`src/rtl/seg_scan_ctrl_pkg.sv`:
```
// Shared constants and state type for the 7-segment scan controller.
package seg_pkg;
  localparam logic [6:0] SEG_BLANK = 7'h7F;
  localparam logic [3:0] BCD_BLANK = 4'hF;

  typedef enum logic [1:0] {
    S_IDLE,
    S_GUARD,
    S_SHOW
  } state_e;
endpackage

```
`src/rtl/seg_scan_ctrl_if.sv`:
```
// Digit write channel: valid/ready handshake carrying target digit and BCD value.
interface seg_scan_ctrl_if #(
  parameter int unsigned DIGITS = 8
) ();
  localparam int unsigned IW = $clog2(DIGITS);

  logic          wr_valid;
  logic          wr_ready;
  logic [IW-1:0] wr_idx;
  logic [3:0]    wr_bcd;

  modport master (output wr_valid, wr_idx, wr_bcd, input wr_ready);
  modport slave  (input wr_valid, wr_idx, wr_bcd, output wr_ready);
endinterface

```
`src/rtl/bcd7seg.sv`:
```
// BCD to active-low 7-segment decoder, seg[6]=a .. seg[0]=g; 10..15 blank.
module bcd7seg (
  input  logic [3:0] bcd_i,
  output logic [6:0] seg_o
);
  always_comb begin
    seg_o = 7'h7F;
    case (bcd_i)
      4'd0: seg_o = 7'b0000001;
      4'd1: seg_o = 7'b1001111;
      4'd2: seg_o = 7'b0010010;
      4'd3: seg_o = 7'b0000110;
      4'd4: seg_o = 7'b1001100;
      4'd5: seg_o = 7'b0100100;
      4'd6: seg_o = 7'b0100000;
      4'd7: seg_o = 7'b0001111;
      4'd8: seg_o = 7'b0000000;
      4'd9: seg_o = 7'b0000100;
      default: seg_o = 7'h7F;
    endcase
  end
endmodule

```
`src/rtl/seg_scan_ctrl.sv`:
```
// Time-multiplexed 7-segment scan controller with shadow/active digit registers
// committed at frame boundaries and a single shared decoder.
module seg_scan_ctrl
  import seg_pkg::*;
#(
  parameter int unsigned DIGITS = 8,
  parameter int unsigned DWELL  = 50000,
  parameter int unsigned GUARD  = 16
) (
  input  logic              clk,
  input  logic              rst,
  input  logic              en,
  seg_scan_ctrl_if.slave    wr,
  output logic [6:0]        seg,
  output logic [DIGITS-1:0] an,
  output logic              frame_done
);
  localparam int unsigned IW   = $clog2(DIGITS);
  localparam int unsigned CMAX = (DWELL > GUARD) ? DWELL : GUARD;
  localparam int unsigned CW   = $clog2(CMAX + 1);
  localparam logic [IW-1:0] LAST     = IW'(DIGITS - 1);
  localparam logic [CW-1:0] DWELL_LD = CW'(DWELL - 1);
  localparam logic [CW-1:0] GUARD_LD = CW'((GUARD == 0) ? 0 : GUARD - 1);

  state_e            state_q, state_d;
  logic [IW-1:0]     idx_q, idx_d;
  logic [CW-1:0]     cnt_q, cnt_d;
  logic [3:0]        shadow_q [DIGITS];
  logic [3:0]        shadow_d [DIGITS];
  logic [3:0]        active_q [DIGITS];
  logic [3:0]        active_d [DIGITS];
  logic [6:0]        seg_q, seg_d, seg_dec;
  logic [DIGITS-1:0] an_q, an_d;
  logic              ready_q, ready_d;
  logic              fd_q, fd_d;
  logic              last_d;
  logic [3:0]        bcd_sel;

  always_comb begin
    state_d  = state_q;
    idx_d    = idx_q;
    cnt_d    = cnt_q;
    shadow_d = shadow_q;
    active_d = active_q;

    if (wr.wr_valid && ready_q && ({1'b0, wr.wr_idx} < (IW + 1)'(DIGITS)))
      shadow_d[wr.wr_idx] = wr.wr_bcd;

    if (!en) begin
      state_d = S_IDLE;
      idx_d   = '0;
      cnt_d   = '0;
    end else begin
      case (state_q)
        S_IDLE: begin
          idx_d = '0;
          if (GUARD == 0) begin
            state_d = S_SHOW;
            cnt_d   = DWELL_LD;
          end else begin
            state_d = S_GUARD;
            cnt_d   = GUARD_LD;
          end
        end
        S_GUARD: begin
          if (cnt_q == '0) begin
            state_d = S_SHOW;
            cnt_d   = DWELL_LD;
          end else begin
            cnt_d = cnt_q - CW'(1);
          end
        end
        S_SHOW: begin
          if (cnt_q == '0) begin
            // Commit uses shadow_q: writes are refused in this cycle, so nothing is lost.
            if (idx_q == LAST) begin
              idx_d    = '0;
              active_d = shadow_q;
            end else begin
              idx_d = idx_q + IW'(1);
            end
            if (GUARD == 0) begin
              state_d = S_SHOW;
              cnt_d   = DWELL_LD;
            end else begin
              state_d = S_GUARD;
              cnt_d   = GUARD_LD;
            end
          end else begin
            cnt_d = cnt_q - CW'(1);
          end
        end
        default: state_d = S_IDLE;
      endcase
    end
  end

  // Outputs are precomputed from next-state so they change on the state-entry edge.
  always_comb begin
    bcd_sel = active_d[idx_d];
    last_d  = (state_d == S_SHOW) && (idx_d == LAST) && (cnt_d == '0);
    seg_d   = SEG_BLANK;
    an_d    = '1;
    if (state_d == S_SHOW) begin
      seg_d        = seg_dec;
      an_d[idx_d]  = 1'b0;
    end
    ready_d = !last_d;
    fd_d    = last_d;
  end

  bcd7seg u_dec (
    .bcd_i (bcd_sel),
    .seg_o (seg_dec)
  );

  always_ff @(posedge clk or posedge rst) begin
    if (rst) begin
      state_q  <= S_IDLE;
      idx_q    <= '0;
      cnt_q    <= '0;
      shadow_q <= '{default: BCD_BLANK};
      active_q <= '{default: BCD_BLANK};
      seg_q    <= SEG_BLANK;
      an_q     <= '1;
      ready_q  <= 1'b1;
      fd_q     <= 1'b0;
    end else begin
      state_q  <= state_d;
      idx_q    <= idx_d;
      cnt_q    <= cnt_d;
      shadow_q <= shadow_d;
      active_q <= active_d;
      seg_q    <= seg_d;
      an_q     <= an_d;
      ready_q  <= ready_d;
      fd_q     <= fd_d;
    end
  end

  assign wr.wr_ready = ready_q;
  assign seg         = seg_q;
  assign an          = an_q;
  assign frame_done  = fd_q;
endmodule

```
`src/flat_wrapper.sv`:
```
// flat-port wrapper written by rule: the top's interface ports become plain ports
module seg_scan_ctrl_flat import seg_pkg::*;
#(
  parameter int unsigned DIGITS = 8,
  parameter int unsigned DWELL  = 50000,
  parameter int unsigned GUARD  = 16
)
  (clk, rst, en, seg, an, frame_done, wr_wr_valid, wr_wr_idx, wr_wr_bcd, wr_wr_ready);
  seg_scan_ctrl_if #(.DIGITS(DIGITS)) wr_i ();
  input  logic clk;
  input  logic rst;
  input  logic en;
  output logic [6:0] seg;
  output logic [DIGITS-1:0] an;
  output logic frame_done;
  input wire logic [$bits(wr_i.wr_valid)-1:0] wr_wr_valid;
  input wire logic [$bits(wr_i.wr_idx)-1:0] wr_wr_idx;
  input wire logic [$bits(wr_i.wr_bcd)-1:0] wr_wr_bcd;
  output wire logic [$bits(wr_i.wr_ready)-1:0] wr_wr_ready;
  assign wr_i.wr_valid = wr_wr_valid;
  assign wr_i.wr_idx = wr_wr_idx;
  assign wr_i.wr_bcd = wr_wr_bcd;
  assign wr_wr_ready = wr_i.wr_ready;
  seg_scan_ctrl #(.DIGITS(DIGITS), .DWELL(DWELL), .GUARD(GUARD)) u_core (.clk(clk), .rst(rst), .en(en), .wr(wr_i), .seg(seg), .an(an), .frame_done(frame_done));
endmodule
```
`config.mk`:
```
export PLATFORM = sky130hd
export DESIGN_NAME = seg_scan_ctrl_flat
export DESIGN_NICKNAME = d
export VERILOG_FILES = /design/src/rtl/seg_scan_ctrl_pkg.sv /design/src/rtl/seg_scan_ctrl_if.sv /design/src/rtl/bcd7seg.sv /design/src/rtl/seg_scan_ctrl.sv /design/src/flat_wrapper.sv
export SDC_FILE = /design/constraint.sdc
export NUM_CORES = 1
export LEC_CHECK = 0
export CAP_MARGIN = 20
export CORE_AREA = 4 4 102 104
export DETAILED_ROUTE_END_ITERATION = 8
export DIE_AREA = 0 0 106 108
export HOLD_SLACK_MARGIN = 0.06
export PLACE_DENSITY_LB_ADDON = 0.2
export SKIP_LAST_GASP = 1
export SYNTH_ARGS = -nofsm -noshare
export SYNTH_HDL_FRONTEND = slang
export SYNTH_HIERARCHICAL = 1
export SYNTH_SLANG_ARGS = --single-unit
```
`constraint.sdc`:
```
create_clock -name clk -period 8.02 [get_ports clk]
set_input_delay 2.406 -clock clk [delete_from_list [all_inputs] [get_ports clk]]
set_output_delay 2.406 -clock clk [all_outputs]
set_load 0.05 [all_outputs]
```
Word-level counts from Yosys, hierarchy flattened. Memory sizes are Yosys's and may differ from the RTL's. Index checks and enable logic that the tools add are counted.

Flip-flop bits (word level): 102. Memories: 1. Word-level logic and storage cells: 74. Memory bits (read-only): 112. Input port bits: 11. Output and inout bits: 17.

Eq/ne operators: 5. Reduce and logical (&&, ||, !) cells: 9. Magnitude comparators: 5. Add/sub/neg operators: 2. Bitwise logic cells: 3. Multiplexer cells: 26.

Memory list: (name not given) (words 16, width 7, read ports 1, clocked after memory_dff 0, write ports 0, line bcd7seg.sv:8) `case (bcd_i)`.

Operator list (number): 2-to-1 mux 32 bit (4); 2-to-1 mux 16 bit (3); case mux 16 bit (3 select lines) (1); bitwise mux 32 bit (1); zero test 16 bit (2); subtractor 16 x 1 -> 16 bit (second input constant) (1); binary-select mux 4 bit (select 3 bit) (1); demux 4 bit (select 3 bit) (1); 2-to-1 mux 4 bit (3); 2-to-1 mux 3 bit (3); greater-or-equal comparator 4 bit (second input constant) (2); 2-to-1 mux 8 bit (1); NOT 3 -> 4 bit (2); NOT 8 bit (1); 2-to-1 mux 7 bit (1); equality test 3 bit (second input constant) (2); 2-to-1 mux 2 bit (3); case mux 2 bit (3 select lines) (1); case mux 3 bit (2 select lines) (1); logical AND 1 bit (5); equality test 2 bit (second input constant) (2); < comparator 3 x 4 -> 1 bit (second input constant) (1); < comparator 4 x 1 -> 1 bit (second input constant) (1); adder 3 x 1 -> 3 bit (second input constant) (1); 6 further kinds (6).

Depth between registers and ports, before layout. Gate-level depths: netlist (run 1).

Depth in word-level cells: 11. Mapped depth: 17. Mapped depth without buffers: 15.

Modules after synthesis. The synthesis (run 1) kept the hierarchy.

Modules (own cells, without submodules): seg_scan_ctrl (times used 1, cells each 398, sequential area each 2652.5 um2, area an instance 4865.9 um2); bcd7seg (times used 1, cells each 33, sequential area each 0.0 um2, area an instance 210.2 um2).

Worst setup path after synthesis (run 1). OpenSTA, ideal clock, no wires.

Path kind: input to register. Start point: in en. End point: reg u_core.seg_q[3] (netlist: u_core/seg[3]). Stages on the path: 13. Slack: 3.078 ns. Path buffers: 2. Library setup time: 0.087 ns. Data arrival time: 4.854 ns. Data required time: 7.933 ns. Path through: clkbuf_1 -> nand3_1 -> nor3_2 -> buf_2 -> mux2_2 -> mux2i_1 -> mux2i_1 -> a211o_1 -> ha_1 -> or2_1 -> a21oi_2 -> a31oi_1 -> nand2b_1.

RTL lines: start: declaration (line flat_wrapper.sv:12) `input logic en;`; end signal: assignment (line seg_scan_ctrl.sv:134) `seg_q <= seg_d;`; end: declaration (line seg_scan_ctrl.sv:32) `logic [6:0] seg_q, seg_d, seg_dec;`.

==> metrics.yaml, run 1 <==
clock_skew_ns: 0.01489
ys_types: 61
critPathKind: "in -> reg"
tns_ns: 0
htreeDepth: 3
area_delta_synth_final_pct: 11.29
final_antenna_net_count: 0
synth-simple-area-share: 0.1528
nNetsFinal: 473
diodes: 0
rsz0062_at_grt: "no"
cp_slowest_cell: "clkdlybuf4s50_1"
r2r-start: "u_core/cnt_q[0]"
core_area_um2: 9549
cts_resized: 0
num_rows: 36
yosys_warnings: 6
antenna_found_initial: 0
grt_pass1_vias: 3475
gr-total-overflow: 0
synth.area.mux_share: 0.1775
status: "complete, no violations"
async_flop_share: 1.000
synth_area_um2: 5076
cap_violations: 0
synth_top_area_cell: "dfstp_2"
dr.pass1.iters: 4
critPathTopFamily: "buffers and inverters"
insertion_delay_ns: 0.37
dpl.hpwl_um: 7077
io_buffer_count: 27
cp.required_ns: 8.32
powerDensity_nw_per_um2: 203.8
hp-start: "u_core/shadow_q[21]"
drc: 0
synth_edf_count: 0
crit_buf_inv: 2
synth_most_common_cell: "dfstp_2"
critPathMaxStageDelay_ns: 0.87
syn_avg_cell_area_um2: 11.78
vdd_drop_max_uv: 117.2
drt_first_iter_violations: 181
crit_path_start: "en"
synthCells: 431
cts.sinks: 102
slew_viol_final: 0
ys_ff_latch: 102
root_buffer: "clkbuf_8"
cts_hold_buf: 0
wl_per_cell_um: 17.42
fp.dieH_um: 108
cp-end-kind: "flip-flop"
min_period_ns: 5.954
clk_pin_slew_ns: 0.10
grt_pass1_wl_um: 17710
start_util: 0.5316
fp.dieW_um: 106
hold_viol: 0
place_congestion: 0.8507
synth_xor_area_frac: 0.01380
fin_crit_sh: 0.7424
yosysTopAreaCellShare: 0.4141
critPathMaxFanout: 18
synthAdderAreaFrac: 0.02416
clockBufferDepth: 2
cts_buffers: 9
place_area_um2: 5439
post_cts_buffers: 0
drt_wl_total_um: 10300
track_usage: 0.1965
critical_path.cell_chain: "clkdlybuf4s50_1 -> nand3_1 -> nor3_4 -> buf_4 -> mux2_2 -> mux2i_1 -> o32a_1 -> o211ai_1 -> o21ai_0 -> o21ai_0 -> nand2b_1"
max_freq_mhz: 167.9
drive_above_1_share: 0.3886
vias_per_cell: 5.658
slew_headroom: 0.3861
synth_compound_gate_area_share: 0.07888
fin_cells: 591
ys_seq_area_frac: 0.5226
synthTopCellsByCount: "dfstp_2, mux2_2, nor2_1"
stdcell_area_um2: 5649
synth_flop_cell: "dfstp_2"
worstHoldPathType: "reg -> reg"
grt_max_degree: 76
die-area_um2: 11450
dp.cells: 573
start_kind: "primary input"
leakage_uw: 0.002306
cp.arrival_ns: 6.25
via_count: 3344
finalSetupViolations: 0
worst_pin_slew_ns: 0.9208
yosys-top-cells-area: "dfstp_2, mux2_2, dfrtp_1"
syn_nets: 451
crit_top_cell: "o21ai_0"
pin_count: 28
synth_top_family_by_area: "multiplexers"
cts_tree: "yes"
==> state kept, by name (all words and copies together) (netlist names) <==
signal	count
u_core/wr.wr_ready	1
u_core/active_q	32
u_core/seg	7
u_core/state_q	2
u_core/cnt_q	16
u_core/frame_done	1
u_core/an	8
u_core/shadow_q	32
u_core/idx_q	3
==> cells by family (layout without fill, tap and decap cells) <==
| group | after synthesis | count (layout) |
|---|---|---|
| XOR/XNOR | 8 | 8 |
| flip-flops | 102 | 102 |
| adder cells (fa/ha/maj) | 10 | 10 |
| AND/OR/NAND/NOR | 133 | 133 |
| AO/OA/AOI/OAI | 62 | 62 |
| buffers and inverters | 34 | 61 |
| multiplexers | 82 | 82 |
==> metrics by stage <==
| stage | hold slack (ns) | util | setup slack [ns] | total power, uW |
|---|---|---|---|---|
| detailed placement | 0.6093 | 0.5696 | 1.730 | 849.2 |
| floorplan | 0.5395 | - | 3.071 | 790.2 |
| global route | 0.6294 | 0.5916 | 1.830 | 1219 |
| CTS | 0.6248 | 0.5892 | 2.106 | 1164 |
| global placement | 0.6059 | 0.5696 | 1.740 | 842.1 |
| finish | 0.6220 | 0.5916 | 2.066 | 1151 |
==> report_power, final <==
group          internal (uW)  switching [uW]  total, uW  leakage [uW]
logic                   88.9             117        206       0.00108
registers                592            43.3        635       0.00113
clock network            126             184        310     0.0000952
==> layout by cell type (no fill, tap or decap), drive strengths merged, types with 10 or more instances in the layout <==
master         Yosys  routed
nand3             13      13
mux2              64      64
dfrtp             22      22
a21oi             18      18
clkdlybuf4s50      0      27
o21ai             17      17
mux2i             18      18
nand2b            14      14
nor2              31      31
inv               12      15
clkbuf            12      10
dfstp             80      80
nand2             20      20
==> area by class of cell <==
type                            count  area, um2
Tap cell                          133      166.4
Clock buffer                       10      137.6
Timing Repair Buffer               32      315.3
Sequential cell                   102       2653
Fill cell                         805       3900
Multi-Input combinational cell    295       2276
Inverter                           13      51.30
Clock inverter                      6      50.05
==> worst register-to-register path, cell delays in order, from the launching register on <==
cell and delay, ns:
dfrtp_1 0.44, inv_1 0.12, ha_1 0.15, nor4b_2 0.35, nand4_4 0.36, nor3_4 0.74, buf_4 0.39, mux2_2 0.38
mux2i_1 0.22, o32a_1 0.17, o211ai_1 0.31, o21ai_0 0.32, o21ai_0 0.14, nand2b_1 0.19
==> layer usage <==
metal | wire [um] | GRT usage | part of all wire | vias to the layer above
li1 | - | - | - | 1582
met1 | 5055 | 0.2786 | 0.49 | 1692
met2 | 4671 | 0.3033 | 0.45 | 58
met3 | 381 | 0.03642 | 0.037 | 12
met4 | 188 | 0.07401 | 0.018 | 0
met5 | 0 | 0 | 0 | -
==> path summary, 6_finish.rpt <==
check | endpoint | slack [ns] | cells after the start
min in group asynchronous | u_core/shadow_q[10] | 2.63 | 2
setup reg to reg | u_core/seg[4] | 3.67 | 13
hold / removal | u_core/shadow_q[21] | 0.62 | 1
hold reg to reg | u_core/shadow_q[21] | 0.62 | 1
max in group asynchronous | u_core/cnt_q[12] | 4.42 | 3
setup / recovery | u_core/seg[4] | 2.07 | 11
Note: power is estimated with default switching activity, not from simulation.
==> inputs of run 2 (changes only) <==
clock period = 4.9 ns   (was 8.02 ns; I/O delays follow)
==> run 2 against run 1 <==
Compared with the run above:
- hold slack better by 0.0028 ns
- final cell count is 0.51% higher
- clock skew is 0.0014 ns lower
- setup slack worse by 1.3 ns
- critical endpoint is now u_core/seg[5]
==> metrics.yaml, run 2 (synthesis gave the netlist of run 1 again) <==
status: "complete, no violations"
diodes: 0  # unchanged
start_kind: "primary input"
min_period_ns: 4.124
hold_ws_ns: 0.6247  # +0.002779 ns
cts_hold_buf: 0  # unchanged
cp.arrival_ns: 4.43  # -1.82 ns
cp-end-kind: "flip-flop"
io_buffer_count: 27  # unchanged
pin_count: 28  # unchanged
cap_violations: 0  # unchanged
num_rows: 36  # unchanged
drc: 0  # unchanged
leakage_uw: 0.002328  # +0.96%
nNetsFinal: 476  # +0.63%
hold_viol: 0  # unchanged
cts.sinks: 102  # unchanged
post_cts_buffers: 0  # unchanged
layout_commonest_cell: "dfstp_2"
place_congestion: 0.8527  # +0.24%
powerDensity_nw_per_um2: 339.2  # +66%
die-area_um2: 11450  # unchanged
drive_above_1_share: 0.3926  # +0.003978
track_usage: 0.1960  # -0.0004915
final_antenna_net_count: 0  # unchanged
grt_pass1_vias: 3330  # -4.2%
dpl.hpwl_um: 7001  # -1.1%
htreeDepth: 3  # unchanged
fp.dieW_um: 106  # unchanged
area_delta_synth_final_pct: 12.18
start_util: 0.5316  # unchanged
vias_per_cell: 5.805  # +2.6%
fin_crit_sh: 0.8417
grt_pass1_wl_um: 17710  # unchanged
worstHoldPathType: "reg -> reg"
wl_per_cell_um: 17.64  # +1.3%
reg_top3: "u_core/active_q x32, u_core/shadow_q x32, u_core/cnt_q x16"
clk_pin_slew_ns: 0.11  # about the same
via_count: 3448  # +3.1%
vdd_drop_max_uv: 149.1  # +27%
place_area_um2: 5489  # +0.92%
fp.dieH_um: 108  # unchanged
drt_first_iter_violations: 198  # +9.4%
dp.cells: 578  # +0.87%
cts_buffers: 9  # unchanged
tns_ns: 0  # unchanged
antenna_found_initial: 0  # unchanged
slew_viol_final: 0  # unchanged
stdcell_area_um2: 5694  # +0.80%
clock_skew_ns: 0.01354  # -0.001356 ns
rsz0062_at_grt: "no"
critPathKind: "in -> reg"
insertion_delay_ns: 0.38  # about the same
critPathMaxFanout: 32  # +14
fin_cells: 594  # +0.51%
dr.pass1.iters: 4  # unchanged
clockBufferDepth: 2  # unchanged
slew_headroom: 0.2687  # -0.1174
drt_wl_total_um: 10480  # +1.8%
rrSetupSlack_ns: 0.88  # -2.79 ns
gr-total-overflow: 0  # unchanged
mostFrequentLayoutCells: "dfstp_2, mux2_2, nor2_1"
cts_tree: "yes"
root_buffer: "clkbuf_8"
max_freq_mhz: 242.5
worst_pin_slew_ns: 1.097  # +0.1761 ns
finalSetupViolations: 0  # unchanged
grt_max_degree: 79  # +3.9%
cts_resized: 0  # unchanged
cp.required_ns: 5.20  # -3.12 ns
core_area_um2: 9549  # unchanged
-- run 2: through the flow --
| stage | utilization | setup slack (ns) | total power (uW) |
|---|---|---|---|
| floorplan | - | 0.8869 | 1293 |
| global placement | 0.5748 | 0.4724 | 1385 |
| detailed placement | 0.5748 | 0.4652 | 1400 |
| CTS | 0.5963 | 0.7989 | 1948 |
| global route | 0.5963 | 0.5410 | 2028 |
| finish | 0.5963 | 0.7755 | 1931 |
-- run 2: critical path: stages --
cell	delay [ns]
clkdlybuf4s50_1	0.49
nand3_1	0.12
nor3_4	0.22
buf_12	0.24
mux2_2	0.37
mux2i_1	0.17
mux2i_1	0.09
a211o_1	0.40
inv_1	0.15
ha_1	0.26
o21ai_0	0.16
o21ai_0	0.10
nand2b_1	0.14
-- run 2: path summary, 6_finish.rpt --
path / endpoint / cells after the start / startpoint
max reg2reg: u_core/seg[3] / 15 / u_core/cnt_q[0]
min in group asynchronous: u_core/cnt_q[7] / 2 / rst
max in group asynchronous: u_core/active_q[0] / 3 / rst
max: u_core/seg[5] / 13 / en
min: u_core/shadow_q[6] / 1 / u_core/shadow_q[6]
min reg2reg: u_core/shadow_q[6] / 1 / u_core/shadow_q[6]
-- run 2: area by class of cell --
cell class / instances / area [um2]
well taps: 133 / 166.4
clock inverters: 7 / 81.33
flip-flops and latches: 102 / 2653
repair buffers: 35 / 342.8
inverters: 13 / 51.30
fillers: 790 / 3855
clock buffers: 9 / 123.9
multi-input cells: 295 / 2276
-- run 2: per-layer routing --
metal | vias up | routed length (um) | GRT usage
li1 | 1593 | - | -
met5 | - | 0 | 0
met3 | 9 | 538 | 0.02746
met4 | 0 | 115 | 0.06753
met1 | 1757 | 4963 | 0.2916
met2 | 89 | 4862 | 0.2964
-- run 2: power breakdown --
part	internal, uW	switching (uW)	total, uW
clock	208	335	542
sequential	969	72.5	1040
combinational	152	196	348
